$ cat src/rtl/pzcorebus_pkg.sv
// -----------------------------------------------------------------------------
// pzcorebus_pkg
// Shared helpers for the corebus FIFO family.
//   get_fifo_count_width(depth) : bits needed to hold an occupancy of 0..depth
//   get_fifo_ptr_width(depth)   : bits needed to address entries 0..depth-1
// -----------------------------------------------------------------------------
package pzcorebus_pkg;

  function automatic int get_fifo_count_width(input int depth);
    return $clog2(depth + 1);
  endfunction

  // A depth of 2 still needs one address bit.
  function automatic int get_fifo_ptr_width(input int depth);
    return (depth <= 2) ? 1 : $clog2(depth);
  endfunction

endpackage

$ cat src/rtl/pzcorebus_response_packet_fifo_ram.sv
// -----------------------------------------------------------------------------
// pzcorebus_response_packet_fifo_ram
// DEPTH x WIDTH storage for the response packet FIFO. The write is synchronous
// and the read is asynchronous.
//   i_clk, i_rst : clock and synchronous active-high reset (reset clears the
//                  array only when RESET_DATA=1)
//   i_we         : write enable
//   i_waddr      : write address
//   i_wdata      : write data
//   i_raddr      : read address
//   o_rdata      : combinational read data
// -----------------------------------------------------------------------------
module pzcorebus_response_packet_fifo_ram
  import pzcorebus_pkg::*;
#(
  parameter int WIDTH      = 65,
  parameter int DEPTH      = 8,
  parameter int RESET_DATA = 0,
  localparam int ADDR_W    = get_fifo_ptr_width(DEPTH)
)(
  input  logic              i_clk,
  input  logic              i_rst,
  input  logic              i_we,
  input  logic [ADDR_W-1:0] i_waddr,
  input  logic [WIDTH-1:0]  i_wdata,
  input  logic [ADDR_W-1:0] i_raddr,
  output logic [WIDTH-1:0]  o_rdata
);

  logic [WIDTH-1:0] r_mem [DEPTH];

  always_ff @(posedge i_clk) begin
    if ((RESET_DATA != 0) && i_rst) begin
      for (int i = 0; i < DEPTH; i++) begin
        r_mem[i] <= '0;
      end
    end else if (i_we) begin
      r_mem[i_waddr] <= i_wdata;
    end
  end

  assign o_rdata = r_mem[i_raddr];

endmodule

$ cat src/rtl/pzcorebus_response_packet_fifo.sv
// -----------------------------------------------------------------------------
// pzcorebus_response_packet_fifo
// Burst-aware response FIFO between a corebus response source and sink.
// Cut-through mode presents any stored beat. Store-and-forward mode holds the
// output until a whole burst (through its last beat) is stored. A burst longer
// than DEPTH can never complete, so once the FIFO is full with no complete
// packet it is released (cut-through until that burst's last beat leaves) and
// the sticky o_stall_error flag is raised.
//   i_clk, i_rst, i_clear                    : clock, sync reset, sync flush
//   i_sresp_valid/o_mresp_accept             : upstream handshake
//   i_sresp, i_sresp_last                    : upstream beat
//   o_sresp_valid/i_mresp_accept             : downstream handshake
//   o_sresp, o_sresp_last                    : head beat
//   o_empty, o_almost_full, o_full           : registered occupancy flags
//   o_word_count, o_packet_count             : stored beats / stored last beats
//   o_stall_error                            : sticky forced-release indicator
// -----------------------------------------------------------------------------
module pzcorebus_response_packet_fifo
  import pzcorebus_pkg::*;
#(
  parameter int WIDTH             = 64,
  parameter int DEPTH             = 8,
  parameter int THRESHOLD         = DEPTH,
  parameter int STORE_AND_FORWARD = 0,
  parameter int RESET_DATA        = 0,
  localparam int COUNT_WIDTH      = get_fifo_count_width(DEPTH)
)(
  input  logic                   i_clk,
  input  logic                   i_rst,
  input  logic                   i_clear,
  input  logic                   i_sresp_valid,
  output logic                   o_mresp_accept,
  input  logic [WIDTH-1:0]       i_sresp,
  input  logic                   i_sresp_last,
  output logic                   o_sresp_valid,
  input  logic                   i_mresp_accept,
  output logic [WIDTH-1:0]       o_sresp,
  output logic                   o_sresp_last,
  output logic                   o_empty,
  output logic                   o_almost_full,
  output logic                   o_full,
  output logic [COUNT_WIDTH-1:0] o_word_count,
  output logic [COUNT_WIDTH-1:0] o_packet_count,
  output logic                   o_stall_error
);

  localparam int PTR_W   = get_fifo_ptr_width(DEPTH);
  localparam int ENTRY_W = WIDTH + 1;

  logic [PTR_W-1:0]       r_wr_ptr;
  logic [PTR_W-1:0]       r_rd_ptr;
  logic [COUNT_WIDTH-1:0] r_word_count;
  logic [COUNT_WIDTH-1:0] r_packet_count;
  logic                   r_empty;
  logic                   r_almost_full;
  logic                   r_full;
  logic                   r_release;
  logic                   r_stall_error;

  logic                   w_push;
  logic                   w_pop;
  logic                   w_push_last;
  logic                   w_pop_last;
  logic                   w_sresp_valid;
  logic                   w_release_set;
  logic [ENTRY_W-1:0]     w_rdata;
  logic                   w_head_last;
  logic [WIDTH-1:0]       w_head_data;
  logic [COUNT_WIDTH-1:0] w_word_count_next;
  logic [COUNT_WIDTH-1:0] w_packet_count_next;

  // Pointers wrap explicitly so DEPTH need not be a power of two.
  function automatic logic [PTR_W-1:0] next_ptr(input logic [PTR_W-1:0] ptr);
    return (ptr == PTR_W'(DEPTH - 1)) ? '0 : ptr + PTR_W'(1);
  endfunction

  // Clear wins over any handshake in the same cycle, so both are gated.
  assign w_push      = i_sresp_valid && !r_full && !i_clear;
  assign w_pop       = w_sresp_valid && i_mresp_accept && !i_clear;
  assign w_push_last = w_push && i_sresp_last;
  assign w_pop_last  = w_pop && w_head_last;

  pzcorebus_response_packet_fifo_ram #(
    .WIDTH      (ENTRY_W),
    .DEPTH      (DEPTH),
    .RESET_DATA (RESET_DATA)
  ) u_ram (
    .i_clk   (i_clk),
    .i_rst   (i_rst),
    .i_we    (w_push),
    .i_waddr (r_wr_ptr),
    .i_wdata ({i_sresp_last, i_sresp}),
    .i_raddr (r_rd_ptr),
    .o_rdata (w_rdata)
  );

  assign {w_head_last, w_head_data} = w_rdata;

  // Store-and-forward exposes the head only when a complete packet is held or
  // an oversize burst has been forced through.
  assign w_sresp_valid = (STORE_AND_FORWARD != 0) ? ((r_packet_count != '0) || r_release)
                                                  : !r_empty;

  // Full with no last beat stored means the burst can never complete here.
  assign w_release_set = (STORE_AND_FORWARD != 0) && r_full && (r_packet_count == '0);

  always_comb begin
    w_word_count_next = r_word_count;
    case ({w_push, w_pop})
      2'b10:   w_word_count_next = r_word_count + COUNT_WIDTH'(1);
      2'b01:   w_word_count_next = r_word_count - COUNT_WIDTH'(1);
      default: w_word_count_next = r_word_count;
    endcase
  end

  always_comb begin
    w_packet_count_next = r_packet_count;
    case ({w_push_last, w_pop_last})
      2'b10:   w_packet_count_next = r_packet_count + COUNT_WIDTH'(1);
      2'b01:   w_packet_count_next = r_packet_count - COUNT_WIDTH'(1);
      default: w_packet_count_next = r_packet_count;
    endcase
  end

  always_ff @(posedge i_clk) begin
    if (i_rst || i_clear) begin
      r_wr_ptr       <= '0;
      r_rd_ptr       <= '0;
      r_word_count   <= '0;
      r_packet_count <= '0;
      r_empty        <= 1'b1;
      r_almost_full  <= 1'b0;
      r_full         <= 1'b0;
    end else begin
      if (w_push) begin
        r_wr_ptr <= next_ptr(r_wr_ptr);
      end
      if (w_pop) begin
        r_rd_ptr <= next_ptr(r_rd_ptr);
      end
      r_word_count   <= w_word_count_next;
      r_packet_count <= w_packet_count_next;
      r_empty        <= (w_word_count_next == '0);
      r_almost_full  <= (w_word_count_next >= COUNT_WIDTH'(THRESHOLD));
      r_full         <= (w_word_count_next == COUNT_WIDTH'(DEPTH));
    end
  end

  // Release holds until the oversize burst's last beat is popped. When the set
  // condition holds no last beat is stored, so set and clear cannot coincide.
  always_ff @(posedge i_clk) begin
    if (i_rst || i_clear) begin
      r_release     <= 1'b0;
      r_stall_error <= 1'b0;
    end else if (w_release_set) begin
      r_release     <= 1'b1;
      r_stall_error <= 1'b1;
    end else if (w_pop_last) begin
      r_release     <= 1'b0;
    end
  end

  assign o_mresp_accept = !r_full;
  assign o_sresp_valid  = w_sresp_valid;
  assign o_sresp        = w_head_data;
  assign o_sresp_last   = w_head_last;
  assign o_empty        = r_empty;
  assign o_almost_full  = r_almost_full;
  assign o_full         = r_full;
  assign o_word_count   = r_word_count;
  assign o_packet_count = r_packet_count;
  assign o_stall_error  = r_stall_error;

endmodule

$ cat config.mk
export PLATFORM = sky130hd
export DESIGN_NAME = pzcorebus_response_packet_fifo
export DESIGN_NICKNAME = d
export VERILOG_FILES = /design/src/rtl/pzcorebus_pkg.sv /design/src/rtl/pzcorebus_response_packet_fifo_ram.sv /design/src/rtl/pzcorebus_response_packet_fifo.sv
export SDC_FILE = /design/constraint.sdc
export NUM_CORES = 1
export LEC_CHECK = 0
export ABC_AREA = 1
export BUFFER_PORTS_ARGS = -buffer_cell sky130_fd_sc_hd__clkbuf_2
export CAP_MARGIN = 20
export CORE_MARGIN = 8
export CORE_UTILIZATION = 54
export DETAILED_ROUTE_END_ITERATION = 6
export PLACE_DENSITY = 0.76
export SYNTH_ARGS = -nofsm -noshare
export SYNTH_HDL_FRONTEND = slang
export SYNTH_SLANG_ARGS = --single-unit
$ cat constraint.sdc
create_clock -name i_clk -period 4.7 [get_ports i_clk]
set_input_delay 0.94 -clock i_clk [delete_from_list [all_inputs] [get_ports i_clk]]
set_output_delay 0.94 -clock i_clk [all_outputs]
set_load 0.05 [all_outputs]
* Word-level counts from Yosys, hierarchy flattened
Memory sizes are Yosys's and may differ from the RTL's. A register that Yosys moved wholly into a read port is not among the register bits.
Cells that the tools add are included.
** Storage, ports and cells
- Flip-flop bits (word level) :: 17
- RAM bits :: 520
- Input bits :: 70
- Output and inout port bits :: 79
- Logic and storage cells :: 42
- Memories kept :: 1
** Operators by class
- Add/sub/neg operators :: 6
- Order comparisons :: 1
- Eq/ne operators :: 7
- Multiplexer cells :: 8
- Reductions and logical operators :: 12
** Memories
- u_ram.r_mem :: depth 8, bits a word 65, read ports 1, clocked after memory_dff 1, write ports 1, RTL line pzcorebus_response_packet_fifo_ram.sv:30 : logic [WIDTH-1:0] r_mem [DEPTH];
** Operator list (number)
- one-hot mux 4 bit (2 select lines) :: 2
- two-way mux 3 bit :: 4
- adder 4 x 1 -> 4 bit, second input constant :: 2
- subtractor 4 x 1 -> 4 bit, second input constant :: 2
- adder 3 x 1 -> 3 bit, second input constant :: 2
- == test 3 bit, second input constant :: 2
- logical AND 1 bit :: 6
- == test 2 x 1 -> 1 bit, second input constant :: 2
- == test 2 bit, second input constant :: 2
- == test 4 bit, second input constant :: 1
- greater-or-equal comparator 4 bit, second input constant :: 1
- logical NOT 4 bit :: 1
- logical NOT 1 bit :: 3
- two-way mux 1 bit :: 2
- nonzero test 2 bit :: 1
- logical OR 1 bit :: 1

* Logic depth before layout (Yosys ltp)
Gate-level depths: netlist (run 1).
- Word-level depth :: 6
- Gate-level depth with buffers :: 15
- Mapped depth without buffers :: 15

* By module
From an unflattened synthesis (run 1), not the netlist that was laid out.
** Second synthesis, totals
- Cells, all modules :: 2393
- Area, all modules :: 23618.9 um^2
** Modules (own cells, without submodules)
- pzcorebus_response_packet_fifo_ram :: times used 1, cells each 2265, area each 22658.0 um^2, sequential area each 15615.0 um^2
- pzcorebus_response_packet_fifo :: times used 1, cells each 128, area each 960.9 um^2, sequential area each 340.3 um^2

* Least setup slack after synthesis (run 1)
No wires, ideal clock.
- Path kind :: input port to flip-flop
- Start point :: in i_clear
- End point :: mem u_ram.r_mem[1][0], enable pin
- Arrival time :: 4175 ps
- Data required time :: 4212 ps
- Path slack :: 37 ps
- Stages :: 5
- Cells stage by stage :: inv_1 -> nand3_1 -> nor2_1 -> inv_1 -> nor2_1
** On the way
- Word-level cells in the longest chain between the ends :: 4
** RTL lines
- start: declaration :: RTL line pzcorebus_response_packet_fifo.sv:30 : input logic i_clear,
- logical NOT 1 bit :: RTL line pzcorebus_response_packet_fifo.sv:78 : assign w_push = i_sresp_valid && !r_full && !i_clear;
- logical AND 1 bit :: RTL line pzcorebus_response_packet_fifo.sv:78
- two-way mux 1 bit :: RTL line pzcorebus_response_packet_fifo_ram.sv:37 : end else if (i_we) begin
- two-way mux 1 bit (implied by the code) :: RTL line pzcorebus_response_packet_fifo_ram.sv:38 : r_mem[i_waddr] <= i_wdata;
- end: declaration :: RTL line pzcorebus_response_packet_fifo_ram.sv:30
No other way between the ends.

==> metrics.cfg, run 1 <==
[status]
outcome=complete, but fails checks
violations=max-slew violations

[pwr]
peakVddDrop_mv=0.284
p_sw_frac=0.211
total_power_mw=9.83
p_sw_mw=2.07
power_leakage_nw=8.42
p_per_area_mw_per_mm2=412
pwr-share-seq=0.543
power.internal_mw=7.76
clockPowerShare=0.416
comb_power_share=0.042

[placed_design]
numPortBuffers=147
dp_slack_ns=1.21
gp_congestion=0.771
hpwlAfterDp_um=25300
postPlaceCellArea_mm2=0.0222

[final_layout]
layout.nets=1812
final_util=0.619
fin_area_mm2=0.0239
layout_commonest_cell=edfxtp_1
area_delta_synth_final_pct=13.5
drive_gt1_frac=0.139
fillers=2903
final_cell_mix=edfxtp_1 (520), nor2_1 (273), o21ai_0 (257)

[drt]
wire_per_inst_um=21.0
vias=13400
drc_errors=0
first_pass_iters=5
drt-total-wl_um=48000
ant_nets=0
drtIter0Drc=1456
vias_per_cell=5.83

[worst_setup_path]
slowest_delay_ns=0.93
path_class=register to output pin
reg2reg_to=o_packet_count[3]
worstPathMaxFanout=82
crit_required_ns=3.76
crit_arrival_ns=3.17
path_buf_inv=2
end_kind=output pin
critPathLaunchType=register
worst_r2r_path_depth=13
reg2reg_setup_slack_ns=1.17
cp_slowest_cell=dfxtp_4
worstPathCellList=buf_4 > o21ai_0 > o22ai_1 > nand2_1 > nand2_1 > clkbuf_2
cp_top_family=flip-flops
crit_top_cell=nand2_1

[sta]
worst_slack_ns=0.589
finalCriticalPeriod_ns=4.11
timing.fmax_mhz=243
tns_ns=0
finalCritPeriodShare=0.875
worst_pin_slew_ns=1.60
hold_viol=0
fin_skew_ns=0.0146
finalSetupViolations=0
relSlewSlack=-0.0680
grt_setup_unrepaired=no
maxSlewViolCount=144

[yosys]
netlist_area_mm2=0.0210
ys_seq_elements=540
async_flop_share=0
synth_edf_count=520
avgSynthCellArea_um2=13.0
yosysWarnings=0
syn_inst=1611
synth_cell_type_count=25
yosysSeqAreaShare=0.762
ys.flop_type=edfxtp_1
syn_nets=1692

[clock_tree]
clk_path_buf_depth=3
cts.sinks=540
cts_resized=0
cts_max_level=2
clk_pin_slew_ns=0.06
post-cts-setup-buffers=0
cts_buffers=52
clkLatencyLatePin_ns=0.61
clock_tree.root_cell=clkbuf_16
cts_tree=built
ctsHoldBuffers=0

[min_path]
hp-class=register to register
worstHoldStart=o_packet_count[0]
whs_path_depth=1
holdPathEnd=o_packet_count[0]

[floorplanning]
row_count=72
fp.dieW_um=213
die_h_um=213
start_util=0.545
ioPinCount=149
core_area_mm2=0.0386
dieArea_mm2=0.0455

[global_route]
grt_max_degree=261
grt_pass1_vias=13500
grt_pass1_wl_um=73800
grt_overflow=0
antenna_found_initial=3
grt_use_total=0.209

[flow_run]
cap_violations=0

-- power groups by stage --
stage	clock network, mW	logic [mW]	registers, mW
after floorplan	0	0.229	5.45
after global placement	0	0.399	5.44
after detailed placement	0	0.409	5.44
after CTS	4.15	0.411	5.34
after global routing	4.34	0.439	5.34
final	4.09	0.409	5.34
-- per-layer routing --
| layer | GRT usage | vias up | share of wire |
|---|---|---|---|
| met3 | 0.0424 | 72 | 0.073 |
| met5 | 0 | - | 0.00056 |
| met2 | 0.345 | 502 | 0.49 |
| met1 | 0.278 | 6670 | 0.42 |
| li1 | - | 6106 | - |
| met4 | 0.0624 | 4 | 0.020 |
-- cell families (layout without fill, tap and decap cells) --
logic type,after synthesis,in the layout,share of synthesized area
fa+ha+maj,11,11,0.00691
xor+xnor,4,4,0.00167
flops,540,540,0.762
other cells,1,2,0.000178
buf+inv,131,290,0.0309
compound gates,412,412,0.106
simple gates,512,512,0.0922
-- final cells by class --
type                       instances  area, um2  area share
clock inverter                    25        270      0.0113
multi-input combinational        940       4410       0.185
clock buffer                      68       1380      0.0580
sequential                       540      16000       0.672
timing repair buffer             166        991      0.0415
inverter                          31        125     0.00524
tap                              518        648      0.0272
antenna                            1       2.50    0.000105
-- Yosys cell counts (2+ instances only) --
cell type	n	share of area
edfxtp_1	520	0.74
nor2_1	281	0.050
o21ai_0	257	0.061
nand2_1	220	0.039
o22ai_1	130	0.039
clkbuf_1	58	0.010
inv_1	30	0.0054
dfxtp_1	20	0.019
buf_4	18	0.0064
buf_2	15	0.0036
o21ai_1	13	0.0031
a21oi_1	10	0.0024
ha_1	10	0.0060
nand3_1	8	0.0019
buf_6	7	0.0038
xnor2_1	4	0.0017
nor3_1	2	0.00048
-- state kept, by name, indices dropped and copies added, names as in the netlist, named ones only --
name and cells:
o_almost_full 1, o_empty 1, o_full 1, o_packet_count 4, o_word_count 4, r_rd_ptr 3, r_wr_ptr 3, u_ram.r_mem 520
-- metrics by stage --
step	cells	hold WS, ns
after floorplan	1611	0.463
final	2289	0.481
after CTS	2288	0.489
after global placement	2195	0.460
after global routing	2289	0.512
after detailed placement	2195	0.476
-- worst max-delay path by stage --
stage,endpoint,from,cells after the start
global route,o_sresp[48],register,6
floorplan,u_ram.r_mem[1][0],i_clear,5
global placement,o_packet_count[3],register,13
detailed placement,o_packet_count[3],register,13
CTS,o_sresp[48],register,6
finish,o_sresp[48],register,6
Power figures use the tool's default switching activity.
==> run 2: changes to the inputs <==
--- a/config.mk
+++ b/config.mk
@@ -11,7 +11,7 @@
 export CORE_MARGIN = 8
 export CORE_UTILIZATION = 54
 export DETAILED_ROUTE_END_ITERATION = 6
-export PLACE_DENSITY = 0.76
+export PLACE_DENSITY_LB_ADDON = 0.08
 export SYNTH_ARGS = -nofsm -noshare
 export SYNTH_HDL_FRONTEND = slang
 export SYNTH_SLANG_ARGS = --single-unit
==> run 2 against run 1 <==
  * Cell count is 0.35% higher
  * The flow now finishes without violations
  * Clock power is 4% higher
  * Register-to-register slack better by 0.35 ns
==> metrics.cfg, run 2 (synthesized netlist as in run 1, its figures left out) <==
[sta]
hold_viol=0
whs_ns=0.473
relSlewSlack=0.334
finalCriticalPeriod_ns=3.98
maxSlewViolCount=0
finalSetupViolations=0
tns_ns=0
worst_pin_slew_ns=0.997
worst_slack_ns=0.715
grt_setup_unrepaired=no
timing.fmax_mhz=251
finalCritPeriodShare=0.848
fin_skew_ns=0.0156

[worst_setup_path]
reg2reg_setup_slack_ns=1.52
crit_required_ns=3.76
worstPathMaxFanout=76
critPathLaunchType=register
end_kind=output pin
slowest_delay_ns=0.73
crit_top_cell=nand2_1
reg2reg_to=o_packet_count[3]
endpoint=o_sresp[15]
worstPathCellList=buf_4 > o21ai_0 > o22ai_1 > nand2_1 > nand2_1 > clkbuf_2
crit_arrival_ns=3.04
worst_r2r_path_depth=12
path_class=register to output pin
cp_slowest_cell=dfxtp_4

[placed_design]
postPlaceCellArea_mm2=0.0223
place_inst=2202
hpwlAfterDp_um=24500
dp_slack_ns=1.33
numPortBuffers=147
gp_congestion=0.738

[clock_tree]
post-cts-setup-buffers=0
clk_pin_slew_ns=0.06
ctsHoldBuffers=0
cts_tree=built
cts_max_level=2
clkLatencyLatePin_ns=0.59
cts_resized=0
clk_path_buf_depth=3
clock_tree.root_cell=clkbuf_16
cts.sinks=540
cts_buffers=53

[min_path]
hp-class=register to register

[floorplanning]
die_h_um=213
core_area_mm2=0.0386
ioPinCount=149
row_count=72
start_util=0.545
dieArea_mm2=0.0455
fp.dieW_um=213

[status]
outcome=finished clean

[final_layout]
drive_gt1_frac=0.147
area_delta_synth_final_pct=14.2
layout.nets=1820
final_cell_mix=edfxtp_1 (520), nor2_1 (273), o21ai_0 (257)
layout_commonest_cell=edfxtp_1
fin_area_mm2=0.0240
largest_reg_flops=520
final-instance-count-excl-fill=2297
top_register=u_ram.r_mem

[drt]
first_pass_iters=5
drt-total-wl_um=48000
ant_nets=0
drt-met1-wl_um=21000
vias=13000
drtIter0Drc=1020
drc_errors=0
wire_per_inst_um=20.9
wl_met3_um=2970
wl_met2_um=22900
topRoutingLayerUsed=met5
vias_per_cell=5.64

[pwr]
peakVddDrop_mv=0.340
power_leakage_nw=8.52
p_per_area_mw_per_mm2=416

[global_route]
grt_pass1_vias=12600
antenna_found_initial=3
grt_pass1_wl_um=73100
grt_overflow=0
grt_max_degree=135
grt_use_total=0.209

[flow_run]
cap_violations=0

## run 2: cell count changes in the layout (fill, tap and decap cells not counted), sizes merged
cell	before	now
buf	19	26
bufinv	5	6
clkbuf	215	219
clkinv	17	15
clkinvlp	2	1
inv	32	31
## run 2: per-stage QoR
stage,power [mW],utilization
finish,9.97,0.622
global route,10.3,0.622
CTS,10.1,0.622
detailed placement,5.84,0.577
global placement,5.84,0.577
floorplan,5.68,-
## run 2: worst min-delay path by stage
stage | slack, ns | endpoint | start | depth (start not counted)
floorplan | 0.46 | register | r_rd_ptr[1] | 2
global placement | 0.47 | o_packet_count[0] | o_packet_count[0] | 1
detailed placement | 0.47 | register | r_rd_ptr[1] | 2
CTS | 0.48 | o_packet_count[0] | o_packet_count[0] | 1
global route | 0.51 | o_packet_count[0] | o_packet_count[0] | 1
finish | 0.47 | o_packet_count[0] | o_packet_count[0] | 1
## run 2: metal layers
metal / vias up / global-route usage
li1: 6124 / -
met1: 6373 / 0.286
met2: 376 / 0.340
met3: 77 / 0.0382
met4: 4 / 0.0626
met5: - / 0
## run 2: final cells by class
class                   count  area, um2
multi-input cells         940       4410
clock buffers              72       1480
repair buffers            173       1040
inverters                  31        125
fillers                  2998      14600
flip-flops and latches    540      16000
clock inverters            22        258
well taps                 518        648
diodes                      1       2.50
## run 2: worst max-delay path, delay by kind of cell (launching register included)
family / cells / cell delay [ns]
AO/OA/AOI/OAI: 2 / 0.41
flip-flops: 1 / 0.73
AND/OR/NAND/NOR: 2 / 0.25
buffers and inverters: 2 / 1.02
## run 2: where the power goes
group / internal [mW] / switching (mW) / total [mW] / leakage (nW)
Combinational: 0.0893 / 0.311 / 0.400 / 2.81
Sequential: 5.32 / 0.0141 / 5.34 / 4.86
Clock: 2.52 / 1.72 / 4.24 / 0.850
Total: 7.93 / 2.04 / 9.97 / 8.52
==> run 3: changes to the inputs <==
==> constraint.sdc (replaced) <==
create_clock -name i_clk -period 3.6 [get_ports i_clk]
set_input_delay 0.72 -clock i_clk [delete_from_list [all_inputs] [get_ports i_clk]]
set_output_delay 0.72 -clock i_clk [all_outputs]
set_load 0.05 [all_outputs]
==> run 3 against run 2 <==
  * Clock power grew 23%
  * Non-clock buffer count increased by 10
  * Final area increased by 0.22%
  * Highest routed layer unchanged
==> metrics.cfg, run 3 (synthesized netlist as in run 1, its figures left out) <==
[worst_setup_path]
end_kind=output pin
crit_required_ns=2.88
worstPathMaxFanout=92
crit_arrival_ns=2.62
path_class=register to output pin
critPathLaunchType=register

[clock_tree]
cts_tree=built
clk_pin_slew_ns=0.06
clk_path_buf_depth=3
clkLatencyLatePin_ns=0.58
cts_buffers=53
clock_tree.root_cell=clkbuf_16
cts_max_level=2
cts_resized=0
ctsHoldBuffers=0
cts.sinks=540
post-cts-setup-buffers=0

[floorplanning]
dieArea_mm2=0.0455
die_h_um=213
ioPinCount=149
start_util=0.545
core_area_mm2=0.0386
fp.dieW_um=213
row_count=72

[placed_design]
postPlaceCellArea_mm2=0.0224
numPortBuffers=147
place_inst=2212
gp_congestion=0.786
hpwlAfterDp_um=25000
dp_slack_ns=0.798

[drt]
drtIter0Drc=848
vias=13000
first_pass_iters=5
wire_per_inst_um=20.6
vias_per_cell=5.64
drt-total-wl_um=47500
drc_errors=0
ant_nets=0

[sta]
hold_viol=0
timing.fmax_mhz=299
worst_slack_ns=0.259
worst_pin_slew_ns=0.658
maxSlewViolCount=0
finalCriticalPeriod_ns=3.34
finalCritPeriodShare=0.928
finalSetupViolations=0
grt_setup_unrepaired=no
relSlewSlack=0.561
fin_skew_ns=0.0122

[global_route]
grt_overflow=0
antenna_found_initial=4
grt_max_degree=147
grt_use_total=0.207
grt_pass1_wl_um=72600
grt_pass1_vias=12900

[final_layout]
fin_area_mm2=0.0240
layout_commonest_cell=edfxtp_1
final_cell_mix=edfxtp_1 (520), nor2_1 (273), o21ai_0 (257)
largest_reg_flops=520
layout.nets=1830
fillers=3024
final-instance-count-excl-fill=2310
drive_gt1_frac=0.149
area_delta_synth_final_pct=14.4
final_util=0.624
top_register=u_ram.r_mem

[pwr]
peakVddDrop_mv=0.396
total_power_mw=12.7
p_per_area_mw_per_mm2=528
power_leakage_nw=8.54

[min_path]
worstHoldStart=i_sresp[1]
hp-class=primary input to register

[status]
outcome=finished clean

[flow_run]
cap_violations=0

-- run 3: cell types whose count changed in the layout (fill, tap and decap cells not counted), sizes merged --
cell      before  now
clkbuf       219  217
clkinv        15   21
buf           26   36
clkinvlp       1    2
inv           31   30
bufinv         6    4
diode          1    2
-- run 3: power breakdown --
part           internal (mW)  switching (mW)  leakage, nW
logic                  0.121           0.405         2.89
registers               6.95          0.0169         4.86
clock network           3.01            2.20        0.791
-- run 3: final cells by class --
class | instances | area [um2] | share of cell area
diodes | 2 | 5.00 | 0.000208
clock buffers | 70 | 1400 | 0.0582
clock inverters | 26 | 226 | 0.00942
inverters | 31 | 125 | 0.00520
multi-input cells | 940 | 4410 | 0.184
flip-flops and latches | 540 | 16000 | 0.666
well taps | 518 | 648 | 0.0270
repair buffers | 183 | 1210 | 0.0502
-- run 3: path summary, 6_finish.rpt --
| kind | slack [ns] | to | cells after the start |
|---|---|---|---|
| max | 0.26 | o_sresp[22] | 7 |
| min | 0.41 | u_ram.r_mem[3][1] | 1 |
| max reg2reg | 0.78 | o_packet_count[3] | 12 |
| min reg2reg | 0.47 | o_packet_count[0] | 1 |
-- run 3: critical path, stage by stage (launching register included) --
cell	delay, ns
dfxtp_4	0.42
inv_8	0.39
buf_4	0.41
o21ai_0	0.14
o22ai_1	0.14
nand2_1	0.07
nand2_1	0.12
clkbuf_2	0.29
-- run 3: per-layer routing --
layer | share of wire | wire, um | GRT usage | vias to the layer above
met5 | 0.00059 | 28 | 0 | -
met4 | 0.020 | 952 | 0.0700 | 6
met3 | 0.063 | 3000 | 0.0382 | 78
met2 | 0.49 | 23400 | 0.349 | 351
met1 | 0.42 | 20100 | 0.270 | 6453
li1 | - | - | - | 6135
-- run 3: through the flow --
step	hold slack, ns	setup TNS (ns)
final	0.415	0
after global routing	0.410	0
after CTS	0.383	0
after detailed placement	0.466	0
after global placement	0.457	0
after floorplan	0.463	-275.15
